===== config.mk =====
export PLATFORM = sky130hd
export DESIGN_NAME = can_command_decoder_flat
export DESIGN_NICKNAME = d
export VERILOG_FILES = /design/src/rtl/can_command_decoder_if.sv /design/src/rtl/can_command_decoder.sv /design/src/flat_wrapper.sv
export SDC_FILE = /design/constraint.sdc
export NUM_CORES = 1
export LEC_CHECK = 0
export ABC_AREA = 1
export BUFFER_PORTS_ARGS = -buffer_cell sky130_fd_sc_hd__buf_4
export CAP_MARGIN = 20
export CORE_ASPECT_RATIO = 0.75
export CORE_MARGIN = 2
export CORE_UTILIZATION = 30
export CTS_CLUSTER_DIAMETER = 50
export CTS_CLUSTER_SIZE = 24
export DETAILED_ROUTE_END_ITERATION = 16
export HOLD_SLACK_MARGIN = 0.03
export PLACE_DENSITY = 0.57
export SKIP_CTS_REPAIR_TIMING = 1
export SLEW_MARGIN = 40
export SYNTH_ARGS = -nofsm -noshare
export SYNTH_HDL_FRONTEND = slang
export SYNTH_SLANG_ARGS = --single-unit
export TNS_END_PERCENT = 1

===== constraint.sdc =====
create_clock -name sys_clk -period 1.7 [get_ports sys_clk]
set_input_delay 0.085 -clock sys_clk [delete_from_list [all_inputs] [get_ports sys_clk]]
set_output_delay 0.085 -clock sys_clk [all_outputs]
set_load 0.005 [all_outputs]

===== src/rtl/can_command_decoder_if.sv =====
// Receive-frame and acknowledge channels between the CAN controller and can_command_decoder.
// master = CAN controller side, slave = decoder side.
interface can_command_decoder_if;
  logic        rx_frame_valid;
  logic        rx_frame_ready;
  logic [10:0] rx_frame_id;
  logic [3:0]  rx_frame_dlc;
  logic [63:0] rx_frame_data;
  logic        tx_ack_valid;
  logic        tx_ack_ready;
  logic [7:0]  tx_ack_status;
  logic [7:0]  tx_ack_seq;

  modport master (
    output rx_frame_valid, rx_frame_id, rx_frame_dlc, rx_frame_data, tx_ack_ready,
    input  rx_frame_ready, tx_ack_valid, tx_ack_status, tx_ack_seq
  );

  modport slave (
    input  rx_frame_valid, rx_frame_id, rx_frame_dlc, rx_frame_data, tx_ack_ready,
    output rx_frame_ready, tx_ack_valid, tx_ack_status, tx_ack_seq
  );
endinterface


===== src/rtl/can_command_decoder.sv =====
// Validates CAN motor command frames, drives the registered mode outputs and acknowledges each
// frame. Define CAN_CMD_WATCHDOG_EN to add the command-silence watchdog.
module can_command_decoder #(
  parameter logic [10:0]  CMD_FRAME_ID       = 11'h120,
  parameter int unsigned  CMD_TIMEOUT_CYCLES = 32'd5_000_000,
  parameter int unsigned  DATA_WIDTH         = 16,
  parameter logic [DATA_WIDTH/2-1:0] MOTOR_START_CMD     = 'h01,
  parameter logic [DATA_WIDTH/2-1:0] MOTOR_STOP_CMD      = 'h00,
  parameter logic [DATA_WIDTH/2-1:0] BAND_BREAK_CLOSE    = 'h01,
  parameter logic [DATA_WIDTH/2-1:0] BAND_BREAK_OPEN     = 'h02,
  parameter logic [DATA_WIDTH/4-1:0] MOTOR_SPEED_MODE    = 'h1,
  parameter logic [DATA_WIDTH/4-1:0] MOTOR_LOCATION_MODE = 'h2
) (
  input  logic                      sys_clk,
  input  logic                      reset_n,
  input  logic                      system_initilization_done_in,
  can_command_decoder_if.slave      can_bus,
  output logic [DATA_WIDTH/2-1:0]   band_breaks_mode_out,
  output logic [DATA_WIDTH/2-1:0]   pmsm_start_stop_mode_out,
  output logic [DATA_WIDTH/4-1:0]   pmsm_work_mode_out,
  output logic                      cmd_timeout_fault_out
);

  localparam int unsigned CmdW  = DATA_WIDTH / 2;
  localparam int unsigned ModeW = DATA_WIDTH / 4;

  localparam logic [7:0] StatusOk       = 8'h00;
  localparam logic [7:0] StatusBadDlc   = 8'h02;
  localparam logic [7:0] StatusBadSum   = 8'h03;
  localparam logic [7:0] StatusBadField = 8'h04;
  localparam logic [7:0] StatusNoInit   = 8'h05;
  localparam logic [7:0] StatusModeBusy = 8'h06;
  localparam logic [7:0] StatusDupSeq   = 8'h07;

  typedef enum logic [1:0] {StIdle, StCheck, StApply, StAck} state_e;

  state_e      state_q;
  logic [3:0]  frame_dlc_q;
  logic [63:0] frame_data_q;
  logic [7:0]  status_q;
  logic [7:0]  last_seq_q;
  logic        last_seq_valid_q;

  logic [CmdW-1:0]  f_start_stop;
  logic [CmdW-1:0]  f_band_brake;
  logic [ModeW-1:0] f_work_mode;
  logic [7:0]       f_seq;
  logic [7:0]       f_sum;
  logic             f_legal;
  logic [7:0]       status_d;

  assign f_start_stop = CmdW'(frame_data_q[7:0]);
  assign f_band_brake = CmdW'(frame_data_q[15:8]);
  assign f_work_mode  = ModeW'(frame_data_q[19:16]);
  assign f_seq        = frame_data_q[31:24];
  assign f_sum        = frame_data_q[7:0] ^ frame_data_q[15:8] ^ frame_data_q[23:16]
                      ^ frame_data_q[31:24] ^ frame_data_q[39:32] ^ frame_data_q[47:40]
                      ^ frame_data_q[55:48];

  assign f_legal = ((f_start_stop == MOTOR_START_CMD) || (f_start_stop == MOTOR_STOP_CMD))
                && ((f_band_brake == BAND_BREAK_CLOSE) || (f_band_brake == BAND_BREAK_OPEN))
                && ((f_work_mode == MOTOR_SPEED_MODE) || (f_work_mode == MOTOR_LOCATION_MODE));

  // First failing check wins.
  always_comb begin
    status_d = StatusOk;
    if (frame_dlc_q != 4'd8) begin
      status_d = StatusBadDlc;
    end else if (frame_data_q[63:56] != f_sum) begin
      status_d = StatusBadSum;
    end else if (!f_legal) begin
      status_d = StatusBadField;
    end else if (!system_initilization_done_in) begin
      status_d = StatusNoInit;
    end else if ((f_work_mode != pmsm_work_mode_out)
              && (pmsm_start_stop_mode_out == MOTOR_START_CMD)
              && (f_start_stop != MOTOR_STOP_CMD)) begin
      status_d = StatusModeBusy;
    end else if (last_seq_valid_q && (f_seq == last_seq_q)) begin
      status_d = StatusDupSeq;
    end
  end

`ifdef CAN_CMD_WATCHDOG_EN
  localparam logic [31:0] TimeoutLast = 32'(CMD_TIMEOUT_CYCLES - 1);
  logic [31:0] wd_cnt_q;
`else
  assign cmd_timeout_fault_out = 1'b0;
`endif

  always_ff @(posedge sys_clk) begin
    if (!reset_n) begin
      state_q                  <= StIdle;
      frame_dlc_q              <= '0;
      frame_data_q             <= '0;
      status_q                 <= '0;
      last_seq_q               <= '0;
      last_seq_valid_q         <= 1'b0;
      can_bus.rx_frame_ready   <= 1'b1;
      can_bus.tx_ack_valid     <= 1'b0;
      can_bus.tx_ack_status    <= '0;
      can_bus.tx_ack_seq       <= '0;
      band_breaks_mode_out     <= '0;
      pmsm_start_stop_mode_out <= '0;
      pmsm_work_mode_out       <= '0;
`ifdef CAN_CMD_WATCHDOG_EN
      wd_cnt_q                 <= '0;
      cmd_timeout_fault_out    <= 1'b0;
`endif
    end else begin
`ifdef CAN_CMD_WATCHDOG_EN
      if (pmsm_start_stop_mode_out == MOTOR_START_CMD) begin
        if (wd_cnt_q == TimeoutLast) begin
          pmsm_start_stop_mode_out <= MOTOR_STOP_CMD;
          cmd_timeout_fault_out    <= 1'b1;
          wd_cnt_q                 <= '0;
        end else begin
          wd_cnt_q <= wd_cnt_q + 32'd1;
        end
      end else begin
        wd_cnt_q <= '0;
      end
`endif
      // An OK frame in APPLY is assigned below, so it overrides a coincident timeout.
      unique case (state_q)
        StIdle: begin
          if (can_bus.rx_frame_valid && can_bus.rx_frame_ready
              && (can_bus.rx_frame_id == CMD_FRAME_ID)) begin
            frame_dlc_q            <= can_bus.rx_frame_dlc;
            frame_data_q           <= can_bus.rx_frame_data;
            can_bus.rx_frame_ready <= 1'b0;
            state_q                <= StCheck;
          end
        end
        StCheck: begin
          status_q <= status_d;
          state_q  <= StApply;
        end
        StApply: begin
          can_bus.tx_ack_valid  <= 1'b1;
          can_bus.tx_ack_status <= status_q;
          can_bus.tx_ack_seq    <= f_seq;
          if (status_q == StatusOk) begin
            pmsm_start_stop_mode_out <= f_start_stop;
            band_breaks_mode_out     <= f_band_brake;
            pmsm_work_mode_out       <= f_work_mode;
            last_seq_q               <= f_seq;
            last_seq_valid_q         <= 1'b1;
`ifdef CAN_CMD_WATCHDOG_EN
            wd_cnt_q                 <= '0;
            cmd_timeout_fault_out    <= 1'b0;
`endif
          end
          state_q <= StAck;
        end
        StAck: begin
          if (can_bus.tx_ack_ready) begin
            can_bus.tx_ack_valid   <= 1'b0;
            can_bus.rx_frame_ready <= 1'b1;
            state_q                <= StIdle;
          end
        end
        default: state_q <= StIdle;
      endcase
    end
  end

endmodule


===== src/flat_wrapper.sv =====
// flat-port wrapper written by rule: the top's interface ports become plain ports
module can_command_decoder_flat 
#(
  parameter logic [10:0]  CMD_FRAME_ID       = 11'h120,
  parameter int unsigned  CMD_TIMEOUT_CYCLES = 32'd5_000_000,
  parameter int unsigned  DATA_WIDTH         = 16,
  parameter logic [DATA_WIDTH/2-1:0] MOTOR_START_CMD     = 'h01,
  parameter logic [DATA_WIDTH/2-1:0] MOTOR_STOP_CMD      = 'h00,
  parameter logic [DATA_WIDTH/2-1:0] BAND_BREAK_CLOSE    = 'h01,
  parameter logic [DATA_WIDTH/2-1:0] BAND_BREAK_OPEN     = 'h02,
  parameter logic [DATA_WIDTH/4-1:0] MOTOR_SPEED_MODE    = 'h1,
  parameter logic [DATA_WIDTH/4-1:0] MOTOR_LOCATION_MODE = 'h2
)
  (sys_clk, reset_n, system_initilization_done_in, band_breaks_mode_out, pmsm_start_stop_mode_out, pmsm_work_mode_out, cmd_timeout_fault_out, can_bus_rx_frame_valid, can_bus_rx_frame_id, can_bus_rx_frame_dlc, can_bus_rx_frame_data, can_bus_tx_ack_ready, can_bus_rx_frame_ready, can_bus_tx_ack_valid, can_bus_tx_ack_status, can_bus_tx_ack_seq);
  can_command_decoder_if can_bus_i ();
  input  logic sys_clk;
  input  logic reset_n;
  input  logic system_initilization_done_in;
  output logic [DATA_WIDTH/2-1:0] band_breaks_mode_out;
  output logic [DATA_WIDTH/2-1:0] pmsm_start_stop_mode_out;
  output logic [DATA_WIDTH/4-1:0] pmsm_work_mode_out;
  output logic cmd_timeout_fault_out;
  input wire logic [$bits(can_bus_i.rx_frame_valid)-1:0] can_bus_rx_frame_valid;
  input wire logic [$bits(can_bus_i.rx_frame_id)-1:0] can_bus_rx_frame_id;
  input wire logic [$bits(can_bus_i.rx_frame_dlc)-1:0] can_bus_rx_frame_dlc;
  input wire logic [$bits(can_bus_i.rx_frame_data)-1:0] can_bus_rx_frame_data;
  input wire logic [$bits(can_bus_i.tx_ack_ready)-1:0] can_bus_tx_ack_ready;
  output wire logic [$bits(can_bus_i.rx_frame_ready)-1:0] can_bus_rx_frame_ready;
  output wire logic [$bits(can_bus_i.tx_ack_valid)-1:0] can_bus_tx_ack_valid;
  output wire logic [$bits(can_bus_i.tx_ack_status)-1:0] can_bus_tx_ack_status;
  output wire logic [$bits(can_bus_i.tx_ack_seq)-1:0] can_bus_tx_ack_seq;
  assign can_bus_i.rx_frame_valid = can_bus_rx_frame_valid;
  assign can_bus_i.rx_frame_id = can_bus_rx_frame_id;
  assign can_bus_i.rx_frame_dlc = can_bus_rx_frame_dlc;
  assign can_bus_i.rx_frame_data = can_bus_rx_frame_data;
  assign can_bus_i.tx_ack_ready = can_bus_tx_ack_ready;
  assign can_bus_rx_frame_ready = can_bus_i.rx_frame_ready;
  assign can_bus_tx_ack_valid = can_bus_i.tx_ack_valid;
  assign can_bus_tx_ack_status = can_bus_i.tx_ack_status;
  assign can_bus_tx_ack_seq = can_bus_i.tx_ack_seq;
  can_command_decoder #(.CMD_FRAME_ID(CMD_FRAME_ID), .CMD_TIMEOUT_CYCLES(CMD_TIMEOUT_CYCLES), .DATA_WIDTH(DATA_WIDTH), .MOTOR_START_CMD(MOTOR_START_CMD), .MOTOR_STOP_CMD(MOTOR_STOP_CMD), .BAND_BREAK_CLOSE(BAND_BREAK_CLOSE), .BAND_BREAK_OPEN(BAND_BREAK_OPEN), .MOTOR_SPEED_MODE(MOTOR_SPEED_MODE), .MOTOR_LOCATION_MODE(MOTOR_LOCATION_MODE)) u_core (.sys_clk(sys_clk), .reset_n(reset_n), .system_initilization_done_in(system_initilization_done_in), .can_bus(can_bus_i), .band_breaks_mode_out(band_breaks_mode_out), .pmsm_start_stop_mode_out(pmsm_start_stop_mode_out), .pmsm_work_mode_out(pmsm_work_mode_out), .cmd_timeout_fault_out(cmd_timeout_fault_out));
endmodule

======== Word-level counts from Yosys, hierarchy flattened ========
Index checks and enable logic that the tools add are counted.
word-level totals
  word-level logic and storage cells ...... 70
  register bits after elaboration ......... 125
  input port bits ......................... 84
  output and inout port bits .............. 39
cells by class
  reduce and logical (&&, ||, !) cells .... 21
  equality and inequality tests ........... 16
  mux-type cells .......................... 14
  bitwise gates (word level) .............. 6
operators with widths
  cell                   number
  $xor A8 B8 Y8          6
  $mux W8                5
  $eq A8 B1 Y1 const B   3
  $logic_not A8 Y1       2
  $eq A11 B9 Y1 const B  1
  $eq A8 B2 Y1 const B   1
  $eq A8 B8 Y1           1
  $ne A8 B8 Y1           1
  $pmux W2 S4            1
  $reduce_and A2 Y1      4
  $reduce_bool A8 Y1     1
  $logic_and A1 B1 Y1    7
  $eq A2 B2 Y1 const B   2
  $eq A4 B1 Y1 const B   1
  $eq A4 B2 Y1 const B   1
  $mux W2                2
  $ne A4 B4 Y1           1
  $ne A4 B4 Y1 const B   1
  $pmux W1 S2            2
  $reduce_bool A2 Y1     2
  $logic_or A1 B1 Y1     3
  $mux W1                3
  $mux W3                1
  $reduce_and A3 Y1      1
  4 further kinds        4

======== Logic depth before layout (Yosys ltp) ========
Gate-level depths: netlist (run 1).
  word-level depth ........................ 9
  mapped depth ............................ 15
  gate-level depth less buffers ........... 15

======== Worst setup path after synthesis (run 1) ========
OpenSTA, ideal clock, no wires.
  path type ............................... register to register
  start point ............................. reg u_core.state_q[0]
  end point ............................... reg u_core.last_seq_q[7]
  arrival time ............................ 1467 ps
  cell stages (with the launch flop) ...... 9
  required time ........................... 1630 ps
  path buffers ............................ 2
  slack ................................... 163 ps
  period minus slack after synthesis ...... 1537 ps
  setup time .............................. 70 ps
  cells stage by stage .................... dfxtp_1 > inv_1 > ha_1 > inv_1 > nor4_2 > buf_2 > buf_4 > o21ai_0 > a21oi_1
between the ends
  longest elaborated chain between the ends .. 2
ends and longest elaborated chain
  what                                line                        text
  start, declared                     can_command_decoder.sv:37   state_e state_q;
  start signal, assigned              can_command_decoder.sv:93   state_q <= StIdle;
  start signal, assigned              can_command_decoder.sv:132  state_q <= StCheck;
  start signal, assigned              can_command_decoder.sv:137  state_q <= StApply;
  $eq A2 B2 Y1                        can_command_decoder.sv:125  unique case (state_q)
  $reduce_and A2 Y1 (no source line)  --
  end signal, assigned                can_command_decoder.sv:147  last_seq_q <= f_seq;
  end, declared                       can_command_decoder.sv:41   logic [7:0] last_seq_q;
No other way between the ends.
A chain may end at the register's enable or synchronous reset.

======== Worst setup path in the final report (run 1) ========
  start point ............................. reg u_core.frame_data_q[5]
  end point ............................... reg u_core.status_q[1]
between the ends
  longest elaborated chain between the ends .. 9
  elaborated cells between the ends (all ways) .. 19
  classes of those cells .................. eq/ne (2); mux (5); bitwise (6); reduce/logical (6)
ends and longest elaborated chain
  what                         line                        text
  start, declared              can_command_decoder.sv:39   logic [63:0] frame_data_q;
  start signal, assigned       can_command_decoder.sv:130  frame_data_q <= can_bus.rx_frame_data;
  $xor A8 B8 Y8 (2 in series)  can_command_decoder.sv:56   assign f_sum = frame_data_q[7:0] ^ frame_data_q[15:8] ^ frame_data_q[23:16]
  $xor A8 B8 Y8 (3 in series)  can_command_decoder.sv:57   ^ frame_data_q[31:24] ^ frame_data_q[39:32] ^ frame_data_q[47:40]
  $xor A8 B8 Y8                can_command_decoder.sv:58   ^ frame_data_q[55:48];
  $ne A8 B8 Y1                 can_command_decoder.sv:69   end else if (frame_data_q[63:56] != f_sum) begin
  $mux W8 (*)                  can_command_decoder.sv:69
  $mux W8 (*)                  can_command_decoder.sv:67   if (frame_dlc_q != 4'd8) begin
  end signal, assigned         can_command_decoder.sv:136  status_q <= status_d;
  end, declared                can_command_decoder.sv:40   logic [7:0] status_q;
Mark *: on every way between the ends. The rest lies on a longest branch, timed or not.

==> reports/qor.tcl, run 1 <==
set qor(grt_remaining_overflow) 0
set qor(dieWidth_um) 163.5
set qor(tritoncts) {yes}
set qor(fp.coreArea_sq_um) 18560
set qor(final_number_of_hold_violating_endpoints) 0
set qor(htreeDepth) 4
set qor(worst_path_max_delay_cell) {sky130_fd_sc_hd__dfxtp_1}
set qor(largest_net_degree_at_the_start_of_global_routing) 58
set qor(layout_min_cycle_time_ps) 1649
set qor(finalSetupViolations) 0
set qor(row_count) 43
set qor(number_of_unique_standard_cell_types_used_by_synthesis) 29
set qor(cp.arrival_ps) 1950
set qor(synth_seq_area_share) 0.4024
set qor(placed_cell_areas_sq_um) 7008
set qor(cts-root-to-sink-buffers) 2
set qor(num_vias) 5381
set qor(detail_route.vias_per_cell) 4.514
set qor(initialDrtViolationCount) 235
set qor(hold_path_class) {in -> reg}
set qor(nNetsFinal) 1021
set qor(count_of_final_max_slew_check_failures) 0
set qor(starting_density) 0.3082
set qor(grt_first_pass_wirelength_um) 23850
set qor(outcome) {complete, no violations}
set qor(clkTransAtPathRegs_ps) 60
set qor(fmax_mhz) 606.2
set qor(preCtsSetupSlack_ps) -10.73
set qor(area_enclosed_by_the_die_boundary_sq_um) 20200
set qor(synth-async-reset-ratio) 0
set qor(cp_slowest_stage_delay_ps) 320
set qor(yosysTopAreaCell) {sky130_fd_sc_hd__dfxtp_1}
set qor(critPathCapture) {u_core.status_q[1]}
set qor(place.port_buffers) 116
set qor(crit_path_cell_trace) {inv_1 -> buf_4 -> nand4_1 -> nor2_1 -> nor2_1 -> nand2_1 -> o21ai_1 -> a211oi_1 -> a21oi_1}
set qor(cts-buffers-inserted) 17
set qor(drt_pass1_iterations) 5
set qor(grt_use_total) 0.1547
set qor(maxCapViolCount) 0
set qor(route.antenna.remaining_nets) 0
set qor(worst_hold_startpoint) {can_bus_tx_ack_ready}
set qor(synth.area.top_cells) {sky130_fd_sc_hd__dfxtp_1 40%, sky130_fd_sc_hd__a211oi_2 15%, sky130_fd_sc_hd__nand2_1 8.3%, sky130_fd_sc_hd__nor2_1 6.6%, sky130_fd_sc_hd__inv_1 6.2%}
set qor(rrSetupSlack_ps) 50
set qor(synth-edff-count) 0
set qor(regToRegStartpoint) {u_core.frame_data_q[5]}
set qor(grt_pass1_vias) 4576
set qor(drt_wl_total_um) 16280
set qor(max-vdd-ir-drop_mv) 0.6379
set qor(worst-r2r-cell-count) 9
set qor(synth_flop_cell) {sky130_fd_sc_hd__dfxtp_1}
set qor(cp_num_cells) 9
set qor(rsz0062_at_grt) {yes}
set qor(setup_clock_skew_after_layout_ps) 12.77
set qor(power-per-cell-area_nw_per_um2) 1072
set qor(cellLeakagePower_nw) 3.605
set qor(dieHeight_um) 123.6
set qor(sum_neg_setup_slack_ps) 0
set qor(total_power_w) 0.008930
set qor(r2r-end) {u_core.status_q[1]}
set qor(top_cell_type_s_share_of_synthesized_area) 0.4024
set qor(floorplan.io_pins) 123
set qor(area_growth_pct) 45.67
set qor(critical_path.top_delay_family) {simple AND/OR/NAND/NOR gates}
set qor(routedWlPerCell_um) 13.65
set qor(finalWeightedCongestion) 0.7977
set qor(ys_warn_count) 0
set qor(layout-drive-gt1-share) 0.2815
set qor(mapped_cells) 727
set qor(period_share) 0.9703
set qor(syn_area_per_cell_sq_um) 7.869
set qor(worstPathBufferInverterCount) 2
set qor(post-route-util) 0.4489
set qor(sinks_on_clock_net) 115
set qor(critical_path_fanouts_max) 3
set qor(final_area_sq_um) 8333
set qor(timing.critical_path.from) {u_core.frame_data_q[5]}
set qor(drt_drc_violations_left) 0
set qor(clkLatencyLatePin_ps) 420
set qor(worst_path_most_repeated_cell) {sky130_fd_sc_hd__nor2_1}
set qor(worstSetupPathType) {reg -> reg}
set qor(final_critical_path_setup_slack_ps) 50.50
set qor(synth_seq_cells) 115
set qor(timing.critical_path.required_ps) 2000
set qor(cts_root_buffer) {sky130_fd_sc_hd__clkbuf_16}
set qor(setup.worst_path.end_class) {flop}
set qor(antenna-diode-count) 0
set qor(syn_area_sq_um) 5720
set qor(dp_hpwl_um) 11350
set qor(worstSetupStartpointType) {flop}
set qor(antenna_found_initial) 0
==> power breakdown <==
| part | internal (W) | total, W | switching (W) |
|---|---|---|---|
| registers | 0.00304 | 0.00327 | 0.000227 |
| clock network | 0.00247 | 0.00373 | 0.00125 |
| logic | 0.000955 | 0.00194 | 0.000980 |
==> cell usage after synthesis (all sizes together), types with 5 or more instances <==
cell type and instances:
clkbuf 14, a21oi 46, a211oi 70, xnor2 14
dfxtp 115, ha 5, nand3 36, buf 26
o21ai 50, nand2 126, nor2 102, inv 98
nand4 10
==> kinds of logic after synthesis <==
| logic type | count (synthesis) | share of synthesized area |
|---|---|---|
| XOR/XNOR | 16 | 0.02450 |
| buffers and inverters | 138 | 0.1155 |
| flip-flops | 115 | 0.4025 |
| AO/OA/AOI/OAI | 168 | 0.2380 |
| AND/OR/NAND/NOR | 284 | 0.2080 |
| adder cells (fa/ha/maj) | 5 | 0.01094 |
| other | 1 | 0.0006555 |
==> sequential cells by signal, indices dropped and copies added (netlist names) <==
name and count:
u_core.can_bus.tx_ack_valid 1, u_core.state_q 2, u_core.frame_dlc_q 4, u_core.band_breaks_mode_out 8
u_core.frame_data_q 64, u_core.status_q 3, u_core.can_bus.rx_frame_ready 1, u_core.can_bus.tx_ack_seq 8
u_core.pmsm_start_stop_mode_out 8, u_core.can_bus.tx_ack_status 3, u_core.last_seq_q 8, u_core.last_seq_valid_q 1
u_core.pmsm_work_mode_out 4
==> worst min-delay path by stage <==
stage | endpoint | slack (ps) | depth (start not counted)
2_1_floorplan | u_core.can_bus.tx_ack_seq[7] | 220 | 2
3_3_place_gp | u_core.frame_data_q[52] | 360 | 3
3_5_place_dp | u_core.frame_data_q[63] | 370 | 3
4_1_cts | u_core.frame_data_q[20] | -70 | 3
5_1_grt | u_core.frame_data_q[14] | 30 | 3
6_report | u_core.can_bus.tx_ack_valid | 8 | 4
==> routing by layer <==
| layer | vias to the layer above | global-route usage | wire length [um] |
|---|---|---|---|
| li1 | 2792 | - | - |
| met1 | 2440 | 0.2242 | 8246 |
| met2 | 139 | 0.2265 | 6862 |
| met3 | 10 | 0.04096 | 1027 |
| met4 | 0 | 0.04112 | 138 |
| met5 | - | 0 | 0 |
==> layout by cell type (no fill, tap or decap), drive strengths merged, types with 3 or more instances in the layout <==
cell         Yosys  routed
inv             98      97
nor2           102     102
buf             26     154
o21ai           50      50
dlygate4sd3      0      66
nand4           10      10
bufinv           0       4
xnor2           14      14
a21oi           46      46
clkbuf          14      22
nand3b           3       3
dfxtp          115     115
nand3           36      36
nand2          126     126
a211oi          70      70
ha               5       5
nor4             3       3
conb             1       6
clkinv           0       8
==> metrics by stage <==
step / cells / hold slack, ps
5_1_grt: 1192 / 34.73
3_5_place_dp: 1090 / 368.5
3_3_place_gp: 1090 / 363.5
6_report: 1192 / 8.347
4_1_cts: 1122 / -73.99
2_1_floorplan: 732 / 223.4
==> worst register-to-register path: cells and delay by family (launching register included) <==
| family | cells | cell delay (ps) |
|---|---|---|
| AO/OA/AOI/OAI | 3 | 420 |
| buffers and inverters | 2 | 210 |
| flip-flops | 1 | 320 |
| AND/OR/NAND/NOR | 4 | 590 |
==> area by class of cell <==
class	instances	area, sq um
Fill cell	1842	10230
Multi-Input combinational cell	479	2805
Sequential cell	115	2303
Timing Repair Buffer	221	1937
Clock buffer	21	450.4
Inverter	98	369.1
Tap cell	247	309.0
Clock inverter	11	158.9
Note: power is estimated with default switching activity, not from simulation.
==> run 2: changes to the inputs <==
PLACE_DENSITY = 0.59   (was 0.57)
clock period = 1.49 ns   (was 1.7 ns; I/O delays follow)
==> run 2 against run 1 <==
  * The run now ends with negative setup slack left
  * Utilization is 1.8 points higher
  * Fmax is 0.81% lower
  * Sequential cell count stayed put
  * Sequential share of layout area is 0.88 points lower
  * Global-route usage is 0.41 points higher
  * Critical path type unchanged
  * Largest cell class unchanged
  * Highest routed layer unchanged
==> reports/qor.tcl, run 2 (synthesis gave the netlist of run 1 again) <==
set qor(critical_path_fanouts_max) 3 ;# unchanged
set qor(hold_path_class) {in -> reg}
set qor(dp_hpwl_um) 11590 ;# +2.2%
set qor(route.antenna.remaining_nets) 0 ;# unchanged
set qor(switchingPower_w) 0.002704 ;# +9.9%
set qor(largest_net_degree_at_the_start_of_global_routing) 58 ;# unchanged
set qor(sinks_on_clock_net) 115 ;# unchanged
set qor(sum_neg_setup_slack_ps) -397.7 ;# -397.7 ps
set qor(dieHeight_um) 123.6 ;# unchanged
set qor(total_power_w) 0.009766 ;# +9.4%
set qor(worstSetupPathType) {reg -> reg}
set qor(cts_root_buffer) {sky130_fd_sc_hd__clkbuf_16}
set qor(seqPwrFrac) 0.380 ;# +0.014
set qor(violations_in_the_final_reports) {negative setup slack}
set qor(count_of_final_max_slew_check_failures) 0 ;# unchanged
set qor(initialDrtViolationCount) 436 ;# +86%
set qor(floorplan.io_pins) 123 ;# unchanged
set qor(worstSetupStartpointType) {flop}
set qor(grt_remaining_overflow) 0 ;# unchanged
set qor(layout_min_cycle_time_ps) 1663 ;# +13.48 ps
set qor(layout.cells.most_common) {sky130_fd_sc_hd__buf_4}
set qor(finalSetupViolations) 3 ;# +3
set qor(nNetsFinal) 1054 ;# +3.2%
set qor(htreeDepth) 4 ;# unchanged
set qor(cts-buffers-inserted) 17 ;# unchanged
set qor(timing.critical_path.required_ps) 1830 ;# -170 ps
set qor(area_enclosed_by_the_die_boundary_sq_um) 20200 ;# unchanged
set qor(drt_wl_total_um) 16160 ;# -0.74%
set qor(max-vdd-ir-drop_mv) 0.6431 ;# +0.83%
set qor(antenna-diode-count) 0 ;# unchanged
set qor(setup_clock_skew_after_layout_ps) 10.37 ;# -2.401 ps
set qor(setup.worst_path.end_class) {flop}
set qor(fmax_mhz) 601.3 ;# -0.81%
set qor(routedWlPerCell_um) 13.19 ;# -3.4%
set qor(mostFrequentLayoutCells) {174 x sky130_fd_sc_hd__buf_4, 118 x sky130_fd_sc_hd__nand2_1, 103 x sky130_fd_sc_hd__dfxtp_1, 92 x sky130_fd_sc_hd__nor2_1, 85 x sky130_fd_sc_hd__inv_1}
set qor(outcome) {finished with violations}
set qor(tritoncts) {yes}
set qor(final_number_of_hold_violating_endpoints) 0 ;# unchanged
set qor(drt_pass1_iterations) 4 ;# -1
set qor(cellLeakagePower_nw) 3.749 ;# +4.0%
set qor(place.port_buffers) 116 ;# unchanged
set qor(antenna_found_initial) 0 ;# unchanged
set qor(dieWidth_um) 163.5 ;# unchanged
set qor(power-per-cell-area_nw_per_um2) 1128 ;# +5.2%
set qor(cp.arrival_ps) 2000 ;# +50 ps
set qor(num_vias) 5436 ;# +1.0%
set qor(layout-drive-gt1-share) 0.3456 ;# +0.06412
set qor(swShare) 0.2769 ;# +0.001406
set qor(grt_use_total) 0.1587 ;# +0.004065
set qor(grt_first_pass_wirelength_um) 24520 ;# +2.8%
set qor(starting_density) 0.3082 ;# unchanged
set qor(final_critical_path_setup_slack_ps) -173.0 ;# -223.5 ps
set qor(rsz0062_at_grt) {yes}
set qor(detail_route.vias_per_cell) 4.438 ;# -1.7%
set qor(period_share) 1.116 ;# +0.1458
set qor(power.clock.fraction) 0.404 ;# -0.013
set qor(p_comb_frac) 0.216 ;# about the same
set qor(area_growth_pct) 51.36
set qor(grt_pass1_vias) 4896 ;# +7.0%
set qor(row_count) 43 ;# unchanged
set qor(clkLatencyLatePin_ps) 410 ;# about the same
set qor(drt_drc_violations_left) 0 ;# unchanged
set qor(maxCapViolCount) 0 ;# unchanged
set qor(nFillCells) 1818 ;# -1.3%
set qor(clkTransAtPathRegs_ps) 50 ;# about the same
set qor(hold-path-cell-count) 6 ;# +2
set qor(largest_register_ff_count) 64 ;# unchanged
set qor(finalWeightedCongestion) 0.8405 ;# +5.4%
set qor(worst-r2r-cell-count) 10 ;# +1
set qor(cts-root-to-sink-buffers) 2 ;# unchanged
set qor(preCtsSetupSlack_ps) -170.7 ;# -160.0 ps
set qor(power_report.internal_total_w) 0.007062 ;# +9.1%
set qor(registers.top_by_ff_count) {u_core.frame_data_q}
set qor(stdcell_count) 1225 ;# +2.8%
set qor(post-place-cells) 1122 ;# +2.9%
set qor(fp.coreArea_sq_um) 18560 ;# unchanged
==> run 2: per-layer routing <==
layer  global-route usage  up-vias  wire, um
met4              0.04770        0       200
met3              0.04196       21      1012
met5                    0        -         0
li1                     -     2865         -
met1               0.2280     2402      8058
met2               0.2326      148      6884
==> run 2: power by group through the flow <==
stage                     sequential (W)  combinational, W  clock, W
after floorplan                  0.00375          0.000992         0
after global placement           0.00377           0.00190         0
after detailed placement         0.00378           0.00192         0
after CTS                        0.00372           0.00194   0.00403
after global routing             0.00376           0.00237   0.00418
final                            0.00371           0.00211   0.00394
==> run 2: critical path, stage by stage (launching register included) <==
cell and delay [ps]:
sky130_fd_sc_hd__dfxtp_2 320, sky130_fd_sc_hd__inv_2 80, sky130_fd_sc_hd__buf_12 100, sky130_fd_sc_hd__nand4_1 210
sky130_fd_sc_hd__buf_4 230, sky130_fd_sc_hd__a21oi_2 110, sky130_fd_sc_hd__and3_4 200, sky130_fd_sc_hd__nand2_1 50
sky130_fd_sc_hd__nand3_1 70, sky130_fd_sc_hd__nand2_1 70, sky130_fd_sc_hd__a21oi_2 140
==> run 2: through the flow <==
step	area [sq um]	util	hold WS [ps]
after CTS	7845	0.4226	-75.83
final	8658	0.4665	142.0
after global routing	8658	0.4665	152.2
after floorplan	5739	-	212.9
after global placement	7273	0.3918	354.2
after detailed placement	7273	0.3918	355.0
==> run 2: final cells by class <==
| type | count | area [sq um] | area share |
|---|---|---|---|
| clock buffer | 22 | 464.2 | 0.05361 |
| multi-input combinational | 479 | 2884 | 0.3331 |
| inverter | 98 | 369.1 | 0.04263 |
| tap | 247 | 309.0 | 0.03569 |
| timing repair buffer | 254 | 2207 | 0.2549 |
| sequential | 115 | 2317 | 0.2676 |
| clock inverter | 10 | 107.6 | 0.01243 |
==> run 2: worst paths after layout <==
kind	startpoint	to	slack (ps)
worst min-delay path	system_initilization_done_in	u_core.status_q[0]	140
worst max register to register	u_core.frame_data_q[7]	u_core.status_q[0]	-170
worst max-delay path	u_core.frame_data_q[7]	u_core.status_q[0]	-170
worst min register to register	u_core.last_seq_valid_q	u_core.last_seq_valid_q	470
